### src/rtl/wbuf_pkg.sv
`default_nettype none
// ============================================================================
// Module      : wbuf_pkg
// Description : Shared widths, default depth and FSM state type for the
//               data-memory write buffer.
// Revision    : 1.0 - initial release
// ============================================================================
package wbuf_pkg;

    localparam int LINE_W        = 128;
    localparam int LADDR_W       = 28;
    localparam int DEFAULT_DEPTH = 4;

    typedef enum logic [1:0] {
        S_IDLE  = 2'd0,
        S_DRAIN = 2'd1,
        S_READ  = 2'd2
    } wbuf_state_e;

endpackage
`default_nettype wire

### src/rtl/wbuf_fifo.sv
`default_nettype none
// ============================================================================
// Module      : wbuf_fifo
// Description : Line-entry storage for the write buffer: circular FIFO with
//               registered full/empty and parallel address match returning
//               the youngest read hit and the coalesce target.
// Revision    : 1.0 - initial release
// ============================================================================
module wbuf_fifo
    import wbuf_pkg::*;
#(
    parameter  int DEPTH = DEFAULT_DEPTH,
    localparam int PTR_W = $clog2(DEPTH)
) (
    input  logic               clk,
    input  logic               rst_n,
    input  logic               i_push,
    input  logic [LADDR_W-1:0] i_push_addr,
    input  logic [LINE_W-1:0]  i_push_data,
    input  logic               i_upd,
    input  logic [PTR_W-1:0]   i_upd_idx,
    input  logic [LINE_W-1:0]  i_upd_data,
    input  logic               i_pop,
    input  logic               i_head_busy,
    input  logic [LADDR_W-1:0] i_wr_addr,
    input  logic [LADDR_W-1:0] i_rd_addr,
    output logic [LADDR_W-1:0] o_head_addr,
    output logic [LINE_W-1:0]  o_head_data,
    output logic               o_full,
    output logic               o_empty,
    output logic               o_coal_hit,
    output logic [PTR_W-1:0]   o_coal_idx,
    output logic               o_rd_hit,
    output logic [LINE_W-1:0]  o_rd_data
);

    localparam int CNT_W = PTR_W + 1;

    logic [DEPTH-1:0]   r_valid;
    logic [LADDR_W-1:0] r_addr [DEPTH];
    logic [LINE_W-1:0]  r_data [DEPTH];
    logic [PTR_W-1:0]   r_head;
    logic [PTR_W-1:0]   r_tail;
    logic [CNT_W-1:0]   r_count;
    logic               r_full;
    logic               r_empty;

    logic [CNT_W-1:0]   w_count_next;
    logic [DEPTH-1:0]   w_rd_eq;
    logic [DEPTH-1:0]   w_wr_eq;
    logic               w_rd_hit;
    logic [PTR_W-1:0]   w_rd_idx;
    logic               w_coal_hit;
    logic [PTR_W-1:0]   w_coal_idx;

    always_comb begin
        w_count_next = r_count;
        case ({i_push, i_pop})
            2'b10:   w_count_next = r_count + CNT_W'(1);
            2'b01:   w_count_next = r_count - CNT_W'(1);
            default: w_count_next = r_count;
        endcase
    end

    always_ff @(posedge clk) begin
        if (!rst_n) begin
            r_valid <= '0;
            r_head  <= '0;
            r_tail  <= '0;
            r_count <= '0;
            r_full  <= 1'b0;
            r_empty <= 1'b1;
        end else begin
            if (i_push) begin
                r_valid[r_tail] <= 1'b1;
                r_tail          <= r_tail + PTR_W'(1);
            end
            if (i_pop) begin
                r_valid[r_head] <= 1'b0;
                r_head          <= r_head + PTR_W'(1);
            end
            r_count <= w_count_next;
            r_full  <= (w_count_next == CNT_W'(DEPTH));
            r_empty <= (w_count_next == '0);
        end
    end

    // Payload needs no reset: r_valid gates every use of it.
    always_ff @(posedge clk) begin
        if (i_push) begin
            r_addr[r_tail] <= i_push_addr;
            r_data[r_tail] <= i_push_data;
        end
        if (i_upd) begin
            r_data[i_upd_idx] <= i_upd_data;
        end
    end

    // The head being written to memory must never be coalesced into.
    for (genvar g = 0; g < DEPTH; g++) begin : g_match
        assign w_rd_eq[g] = r_valid[g] && (r_addr[g] == i_rd_addr);
        assign w_wr_eq[g] = r_valid[g] && (r_addr[g] == i_wr_addr) &&
                            !(i_head_busy && (PTR_W'(g) == r_head));
    end

    // Scan oldest to youngest so the last hit seen is the youngest.
    always_comb begin
        w_rd_hit   = 1'b0;
        w_rd_idx   = r_head;
        w_coal_hit = 1'b0;
        w_coal_idx = r_head;
        for (int i = 0; i < DEPTH; i++) begin
            if (w_rd_eq[r_head + PTR_W'(i)]) begin
                w_rd_hit = 1'b1;
                w_rd_idx = r_head + PTR_W'(i);
            end
            if (w_wr_eq[r_head + PTR_W'(i)]) begin
                w_coal_hit = 1'b1;
                w_coal_idx = r_head + PTR_W'(i);
            end
        end
    end

    assign o_head_addr = r_addr[r_head];
    assign o_head_data = r_data[r_head];
    assign o_full      = r_full;
    assign o_empty     = r_empty;
    assign o_coal_hit  = w_coal_hit;
    assign o_coal_idx  = w_coal_idx;
    assign o_rd_hit    = w_rd_hit;
    assign o_rd_data   = r_data[w_rd_idx];

endmodule
`default_nettype wire

### src/rtl/dmem_write_buffer.sv
`default_nettype none
// ============================================================================
// Module      : dmem_write_buffer
// Description : Line write buffer between D-cache and slow data memory.
//               Absorbs writebacks, drains in background, reads have
//               priority over further drains. Define WBUF_FORWARD_EN to serve
//               read hits straight from the buffer.
// Revision    : 1.0 - initial release
// ============================================================================
module dmem_write_buffer
    import wbuf_pkg::*;
#(
    parameter int DEPTH = DEFAULT_DEPTH
) (
    input  logic               clk,
    input  logic               rst_n,
    input  logic               c_read,
    input  logic               c_write,
    input  logic [LADDR_W-1:0] c_addr,
    input  logic [LINE_W-1:0]  c_wdata,
    output logic [LINE_W-1:0]  c_rdata,
    output logic               c_ready,
    output logic               mem_read,
    output logic               mem_write,
    output logic [LADDR_W-1:0] mem_addr,
    output logic [LINE_W-1:0]  mem_wdata,
    input  logic [LINE_W-1:0]  mem_rdata,
    input  logic               mem_ready,
    output logic               wb_full,
    output logic               wb_empty
);

    localparam int PTR_W = $clog2(DEPTH);

    wbuf_state_e        r_state;
    wbuf_state_e        w_state_next;
    logic               r_c_ready;
    logic [LINE_W-1:0]  r_c_rdata;
    logic [LADDR_W-1:0] r_rd_addr;

    logic               w_full;
    logic               w_empty;
    logic [LADDR_W-1:0] w_head_addr;
    logic [LINE_W-1:0]  w_head_data;
    logic               w_coal_hit;
    logic [PTR_W-1:0]   w_coal_idx;
    logic               w_rd_hit;
    logic [LINE_W-1:0]  w_rd_data;

    logic               w_rd_pending;
    logic               w_wr_accept;
    logic               w_push;
    logic               w_upd;
    logic               w_pop;
    logic               w_fwd;
    logic               w_rd_go;
    logic               w_rd_done;

    // A pulse on c_ready means the cache may still be holding its request
    // this cycle, so nothing is accepted until it has dropped.
    assign w_rd_pending = c_read && !r_c_ready;
    assign w_wr_accept  = c_write && !c_read && !r_c_ready && !w_full;
    assign w_upd        = w_wr_accept && w_coal_hit;
    assign w_push       = w_wr_accept && !w_coal_hit;
    assign w_pop        = (r_state == S_DRAIN) && mem_ready;
    assign w_rd_done    = (r_state == S_READ) && mem_ready;

`ifdef WBUF_FORWARD_EN
    assign w_fwd   = w_rd_pending && w_rd_hit;
    assign w_rd_go = w_rd_pending && !w_rd_hit;
`else
    // Without forwarding the buffer must be fully drained before a read.
    logic w_unused_fwd;
    assign w_unused_fwd = ^{w_rd_hit, w_rd_data};
    assign w_fwd        = 1'b0;
    assign w_rd_go      = w_rd_pending && w_empty;
`endif

    wbuf_fifo #(
        .DEPTH (DEPTH)
    ) u_fifo (
        .clk         (clk),
        .rst_n       (rst_n),
        .i_push      (w_push),
        .i_push_addr (c_addr),
        .i_push_data (c_wdata),
        .i_upd       (w_upd),
        .i_upd_idx   (w_coal_idx),
        .i_upd_data  (c_wdata),
        .i_pop       (w_pop),
        .i_head_busy (r_state == S_DRAIN),
        .i_wr_addr   (c_addr),
        .i_rd_addr   (c_addr),
        .o_head_addr (w_head_addr),
        .o_head_data (w_head_data),
        .o_full      (w_full),
        .o_empty     (w_empty),
        .o_coal_hit  (w_coal_hit),
        .o_coal_idx  (w_coal_idx),
        .o_rd_hit    (w_rd_hit),
        .o_rd_data   (w_rd_data)
    );

    always_ff @(posedge clk) begin
        if (!rst_n) begin
            r_state <= S_IDLE;
        end else begin
            r_state <= w_state_next;
        end
    end

    always_comb begin
        w_state_next = r_state;
        mem_read     = 1'b0;
        mem_write    = 1'b0;
        mem_addr     = '0;
        mem_wdata    = '0;
        case (r_state)
            S_IDLE: begin
                if (w_rd_go) begin
                    w_state_next = S_READ;
                end else if (!w_empty) begin
                    w_state_next = S_DRAIN;
                end
            end
            S_DRAIN: begin
                mem_write = 1'b1;
                mem_addr  = w_head_addr;
                mem_wdata = w_head_data;
                if (mem_ready) begin
                    w_state_next = S_IDLE;
                end
            end
            S_READ: begin
                mem_read = 1'b1;
                mem_addr = r_rd_addr;
                if (mem_ready) begin
                    w_state_next = S_IDLE;
                end
            end
            default: w_state_next = S_IDLE;
        endcase
    end

    always_ff @(posedge clk) begin
        if (!rst_n) begin
            r_c_ready <= 1'b0;
            r_c_rdata <= '0;
            r_rd_addr <= '0;
        end else begin
            r_c_ready <= w_wr_accept || w_fwd || w_rd_done;
            if (w_fwd) begin
                r_c_rdata <= w_rd_data;
            end else if (w_rd_done) begin
                r_c_rdata <= mem_rdata;
            end
            if ((r_state == S_IDLE) && w_rd_go) begin
                r_rd_addr <= c_addr;
            end
        end
    end

    assign c_ready  = r_c_ready;
    assign c_rdata  = r_c_rdata;
    assign wb_full  = w_full;
    assign wb_empty = w_empty;

endmodule
`default_nettype wire
### config.mk
export PLATFORM = sky130hd
export DESIGN_NAME = dmem_write_buffer
export DESIGN_NICKNAME = d
export VERILOG_FILES = /design/src/rtl/wbuf_pkg.sv /design/src/rtl/wbuf_fifo.sv /design/src/rtl/dmem_write_buffer.sv
export SDC_FILE = /design/constraint.sdc
export NUM_CORES = 1
export LEC_CHECK = 0
export CORE_UTILIZATION = 40
export CTS_CLUSTER_DIAMETER = 60
export DETAILED_ROUTE_END_ITERATION = 16
export GPL_TIMING_DRIVEN = 0
export PLACE_DENSITY = 0.6
export SLEW_MARGIN = 20
export SYNTH_ARGS = -nofsm -noshare
export SYNTH_HDL_FRONTEND = slang
export SYNTH_SLANG_ARGS = --single-unit
### constraint.sdc
create_clock -name clk -period 21.1 [get_ports clk]
set_input_delay 3.165 -clock clk [delete_from_list [all_inputs] [get_ports clk]]
set_output_delay 3.165 -clock clk [all_outputs]
set_load 0.05 [all_outputs]
* Word-level counts from Yosys, hierarchy flattened
Memories as Yosys holds them, arrays and structs flattened. A register that Yosys moved wholly into a read port is not among the register bits. Index checks and enable logic that the tools add are counted.
Operators by class: add/subtract/negate cells 6, multiply operators 0, div/mod/pow operators 0, order comparisons 7, equal/unequal tests 14, shift operators 0, multiplexer cells 42, bitwise logic cells 3, reduce and logical (&&, ||, !) cells 39
Operator list (number):
- 128-bit two-way mux | 2
- 128-bit OR reduction | 1
- 28-bit equality test | 4
- 28-bit one-hot mux with 2 select lines | 1
- 1-bit logical AND | 24
- 2-bit two-way mux | 11
- 1-bit two-way mux | 17
- 2-bit by 3-bit less-than comparator with 1-bit output (second input constant) | 5
- 4-bit two-way mux | 3
- 1-bit binary-select mux with 2-bit select | 4
- 1-bit logical NOT | 8
- 3-bit one-hot mux with 2 select lines | 1
- 2-bit by 1-bit adder with 2-bit output (second input constant) | 2
- 2-bit adder (second input constant) | 2
- 4-bit AND | 1
- 1-bit demux with 2-bit select | 2
- 2-bit by 1-bit equality test with 1-bit output (second input constant) | 2
- 2-bit equality test (first input constant) | 2
- 2-bit equality test (second input constant) | 2
- 2-bit by 1-bit >= comparator with 1-bit output (second input constant) | 2
- 2-bit logical NOT | 2
- 4-bit NOT | 1
- 4-bit bitwise OR | 1
- 2-bit one-hot mux with 2 select lines | 1
- other kinds (10) | 10
Word-level totals: bits in registers 172, bits in latches 0, memory bits (writable) 624, memory bits (read-only) 0, bits of input ports 289, output and inout port bits 289, word-level logic and storage cells 123, memories kept 2
Memories:
- u_fifo.r_data | depth 4, bits a word 128, rd ports 1, clocked after memory_dff 1, write ports 1, line wbuf_fifo.sv:41 | logic [LINE_W-1:0] r_data [DEPTH];
- u_fifo.r_addr | depth 4, bits a word 28, rd ports 5, clocked after memory_dff 1, write ports 1, line wbuf_fifo.sv:40 | logic [LADDR_W-1:0] r_addr [DEPTH];

* Depth between registers and ports, before layout
depth in word-level cells 16, mapped depth 16, depth with buffers taken out 15

* Modules after synthesis
From an unflattened synthesis, not the netlist that was laid out.
Unflattened totals: cell total of the unflattened synthesis 3163, area, all modules 43574.3 um^2
Modules (own cells, without submodules):
- wbuf_fifo | times used 1, cells each 2255, area an instance 36162.2 um^2, sequential area each 19038.3 um^2
- dmem_write_buffer | times used 1, cells each 908, area an instance 7412.1 um^2, sequential area each 3183.1 um^2

* Least setup slack after synthesis
OpenSTA, ideal clock, no wires.
path type input -> register, start in c_addr[23], end mem u_fifo.r_data[1][0], enable pin, setup time 0.660 ns, arrival time 11.229 ns, path slack 9.211 ns, cell stages on the path 9, buffers on the path 1, cell sequence buf_4 -> xor2_2 -> nor4_2 -> nand4_1 -> nor4_4 -> nor4_1 -> a211o_1 -> a221o_1 -> o22ai_1
On the way: cells in the longest elaborated chain, start to end 14
RTL lines:
- from (decl) | line dmem_write_buffer.sv:19 | input logic [LADDR_W-1:0] c_addr,
- 28-bit equality test (on tied branches)
- 1-bit logical AND
- 1-bit logical AND | line wbuf_fifo.sv:102 | assign w_wr_eq[g] = r_valid[g] && (r_addr[g] == i_wr_addr) &&
- 1-bit binary-select mux with 2-bit select | line wbuf_fifo.sv:117 | if (w_wr_eq[r_head + PTR_W'(i)]) begin
- 1-bit two-way mux (not written as such) | line wbuf_fifo.sv:117
- 1-bit two-way mux (4 in a row) | line wbuf_fifo.sv:117
- 1-bit logical AND / 1-bit logical NOT (equally long branches) | line dmem_write_buffer.sv:63, dmem_write_buffer.sv:64
- 1-bit two-way mux / 1-bit logical AND (equally long branches) | line wbuf_fifo.sv:94, dmem_write_buffer.sv:64
- 1-bit two-way mux (on tied branches) | line wbuf_fifo.sv:95, wbuf_fifo.sv:90
- 128-bit OR reduction (no source line) / 1-bit two-way mux (equally long branches)
- 2-bit two-way mux (no source line) / 1-bit two-way mux (equally long branches)
- to (decl) | line wbuf_fifo.sv:41
Parallel ways exist; a longest one is shown, timed or not. The select of a mux whose other input is x is not followed.

* Worst setup path after layout
start in c_addr[24], end mem u_fifo.r_data[1][64], enable pin
The elaborated chain is that of the path after synthesis.

==> impl_metrics.env <==
export IMPL_outcome="finished clean"
export IMPL_totalNegativeSetupSlack_ns=0
export IMPL_cpMaxStageDelayCell="nor4_1"
export IMPL_timing_critical_path_to_type="flop"
export IMPL_final_layout_size_suffix_gt1_share_pct=13.4
export IMPL_firstDrtPassIters=5
export IMPL_timing_critical_path_slowest_cell_delay_ns=0.81
export IMPL_post_route_period_util_pct=37.4
export IMPL_ys_ff_latch=798
export IMPL_area_growth_syn_to_layout_pct=34.5
export IMPL_critical_path_n_buffers_inverters=7
export IMPL_grt_antenna_before_repair=18
export IMPL_timing_critical_path_required_ns=21.43
export IMPL_initial_standard_cell_utilization_of_the_core_pct=40.4
export IMPL_final_seq_area_sq_um=22200
export IMPL_detail_route_antenna_nets=0
export IMPL_wl_met3_um=7550
export IMPL_gp_congestion=0.926
export IMPL_cts_htree_levels=3
export IMPL_period_minus_slack_ns=7.89
export IMPL_synth_avg_cell_area_sq_um=15.9
export IMPL_design_die_area_sq_um=81000
export IMPL_postSynth_asyncResetShare_pct=0
export IMPL_rsz0062_at_grt="no"
export IMPL_finalSetupViolCount=0
export IMPL_worst_r2r_cell_count=13
export IMPL_grt_overflow_total=0
export IMPL_yosys_top_cells_count="624 x edfxtp_1, 324 x nand2_1, 174 x dfxtp_1, 157 x a21boi_0, 156 x mux4_2"
export IMPL_synth_most_common_cell="edfxtp_1"
export IMPL_cts_buffers=88
export IMPL_finalCoreUtilization_pct=54.4
export IMPL_core_area_sq_um=79000
export IMPL_worst_slew_margin_rel_pct=32.3
export IMPL_power_density_nw_per_um2=93.9
export IMPL_grt_start_max_net_pins=42
export IMPL_worstHoldPathCells=2
export IMPL_synth_seq_area_share_pct=69.6
export IMPL_r2r_start="u_fifo.r_addr[2][17]"
export IMPL_clock_sinks=798
export IMPL_filler_cell_count=6366
export IMPL_multi_input_area_sq_um=9130
export IMPL_wl_met1_um=35600
export IMPL_number_of_maximum_capacitance_violations=0
export IMPL_dr_max_layer_used="met5"
export IMPL_cp_data_arrival_time_ns=8.22
export IMPL_area_leader_netlist="edfxtp_1"
export IMPL_ctsResizeCount=0
export IMPL_first_global_vias=20600
export IMPL_post_synth_instance_area_sq_um=31900
export IMPL_hold_viol_final=0
export IMPL_timing_critical_path_mode_cell="buf_16"
export IMPL_max_slew_worst_pin_slew_ns=1.02
export IMPL_fin_worst_skew_ns=0.0450
export IMPL_post_synth_num_cell_types=53
export IMPL_synth_largest_type_area_fraction_pct=58.6
export IMPL_synth_area_top_cells="edfxtp_1 59%, mux4_2 11%, dfxtp_1 11%"
export IMPL_max_clk_rate_mhz=127
export IMPL_worst_hold_path_type="flop to flop"
export IMPL_postCtsHoldBufs=0
export IMPL_clock_tree_from_tritoncts="built"
export IMPL_clk_pin_slew_ns=0.06
export IMPL_cts_root_buffer="clkbuf_16"
export IMPL_routed_via_density=5.10
export IMPL_vias=19600
export IMPL_grt_first_pass_wirelength_um=134000
export IMPL_rrSetupSlack_ns=16.25
export IMPL_critical_path_startpoint_type="primary input"
export IMPL_drt_wirelength_per_cell_um=23.8
export IMPL_worst_r2r_endpoint="u_fifo.r_data[1][64]"
export IMPL_die_height_um=285
export IMPL_criticalPathCategory="primary input to flop"
export IMPL_dp_hpwl_um=66500
export IMPL_num_io_pins=578
export IMPL_route_met2_wl_um=45400
export IMPL_power_leakage_nw=13.8
export IMPL_rows=103
export IMPL_hold_path_startpoint="c_rdata[104]"
export IMPL_synthesis_yosys_warnings=0
export IMPL_postSynthCellCount=2014
export IMPL_die_width_um=285
export IMPL_port_buffers=576
export IMPL_hold_path_endpoint="c_rdata[104]"
export IMPL_path_max_fanout=16
export IMPL_detail_route_iter0_violations=1124
export IMPL_synth_nets=2316
export IMPL_max_vdd_ir_drop_mv=0.0689
export IMPL_crit_family="simple AND/OR/NAND/NOR gates"
export IMPL_route_final_wire_length_um=91400
export IMPL_ys_dominant_reg_cell="edfxtp_1"
export IMPL_gr_usage_all_layers_pct=22.4
export IMPL_final_net_count=3017
export IMPL_post_cts_repair_setup_buffers=0
export IMPL_critical_path_cell_chain="clkdlybuf4s50_1 -> clkbuf_1 -> xor2_1 -> nor4_1 -> nand3_1 -> nor4_1 -> or2_2 -> o21ai_0 -> o21bai_1 -> o22ai_4 -> buf_16 -> buf_16 -> buf_16 -> buf_16 -> buf_16"
export IMPL_clock_insertion_delay_worst_skew_ns=0.66
export IMPL_clock_path_buffers=3
export IMPL_report_final_slew_viol_count=0
export IMPL_number_of_enable_type_register_cells_in_the_synthesized_netlist=624
export IMPL_drc_errors=0
## sequential cells by signal, indices dropped and copies added, names as in the netlist, named ones only
register	cells
u_fifo.r_valid	4
u_fifo.o_empty	1
c_rdata	128
u_fifo.o_full	1
u_fifo.r_data	512
u_fifo.r_addr	112
c_ready	1
r_rd_addr	28
r_state	2
u_fifo.r_head	2
u_fifo.r_tail	2
u_fifo.r_count	3
## cells in the final DEF, fill, tap and decap left out, types with 6 or more instances in the layout
cell type,Yosys,final
a22oi_1,28,28
clkbuf_16,0,89
nand2_1,324,324
clkinv_2,0,12
a21oi_1,6,6
buf_6,7,7
buf_1,9,8
clkbuf_8,0,7
buf_12,0,8
clkdlybuf4s50_1,0,576
clkbuf_1,108,120
nand4_1,10,10
edfxtp_1,624,624
buf_16,0,23
a21boi_0,157,157
nor2b_1,32,32
xnor2_1,27,27
clkinv_1,1,16
nor4_1,20,20
diode_2,0,7
ha_1,12,12
buf_2,14,14
nor3_1,10,10
and2_1,140,136
clkinvlp_4,0,7
mux4_2,156,156
dfxtp_1,174,174
inv_1,13,13
xor2_1,85,85
bufinv_16,0,8
## worst max path at each step
stage,depth (start not counted),endpoint,slack (ns),startpoint
floorplan,9,u_fifo.r_data[1][0],9.21,c_addr[23]
global placement,10,u_fifo.r_data[0][63],1.93,c_addr[19]
CTS,15,u_fifo.r_data[1][64],13.25,c_addr[19]
detailed placement,15,u_fifo.r_data[1][65],12.59,c_addr[19]
global route,15,u_fifo.r_data[1][64],13.03,c_addr[24]
finish,15,u_fifo.r_data[1][64],13.21,c_addr[24]
## cell families (layout without fill, tap and decap cells)
| logic type | count (synthesis) | count (layout) | share of synthesized area [%] |
|---|---|---|---|
| buffers and inverters | 155 | 930 | 2.08 |
| other | 0 | 7 | 0 |
| AOI/OAI and AO/OA | 219 | 219 | 5.14 |
| and+or+nand+nor | 555 | 555 | 8.38 |
| DFF | 798 | 798 | 69.6 |
| adders and majority gates | 13 | 13 | 0.533 |
| muxes | 159 | 159 | 11.1 |
| xor gates and xnor gates | 115 | 115 | 3.22 |
## metal layers
layer  vias up  track usage (%)
met5         -                0
met4        20             7.38
met3       154             6.95
met2       671             37.5
met1      9826             27.5
li1       8935                -
## stage by stage
| stage | worst slack [ns] | power (W) | hold slack, ns | cell area (sq um) | cells |
|---|---|---|---|---|---|
| 6_report | 13.21 | 0.00403 | 0.462 | 43000 | 3846 |
| 5_1_grt | 13.03 | 0.00417 | 0.476 | 43000 | 3845 |
| 4_1_cts | 13.25 | 0.00407 | 0.465 | 42900 | 3839 |
| 3_5_place_dp | 12.59 | 0.00251 | 0.456 | 39900 | 3675 |
| 3_3_place_gp | 1.93 | 0.00250 | 0.451 | 39000 | 3640 |
| 2_1_floorplan | 9.21 | 0.00222 | 0.444 | 31900 | 2014 |
## report_power, final
group          leakage [nW]  total (W)  internal [W]  switching (W)
clock                  1.44    0.00155      0.000910       0.000643
combinational          5.34   0.000698      0.000264       0.000434
sequential             7.07    0.00178       0.00176      0.0000248
## worst reg2reg max path, cell delays in order, from the launching register on
cell and delay (ns):
edfxtp_1 0.40, xor2_1 0.18, nor4_1 0.66, nand3_1 0.17
nor4_1 0.81, or2_2 0.27, o21ai_0 0.13, o21bai_1 0.31
o22ai_4 0.59, buf_16 0.26, buf_16 0.19, buf_16 0.18
buf_16 0.19, buf_16 0.17
## layout make-up
cell class / count / share of cell area (%)
Buffer: 141 / 1.43
Sequential cell: 798 / 51.7
Clock buffer: 109 / 5.52
Multi-Input combinational cell: 1061 / 21.2
Clock inverter: 55 / 1.45
Antenna cell: 7 / 0.0408
Tap cell: 1050 / 3.06
Timing Repair Buffer: 611 / 15.4
Inverter: 14 / 0.122
No activity file was read; power rests on OpenSTA's default activity.
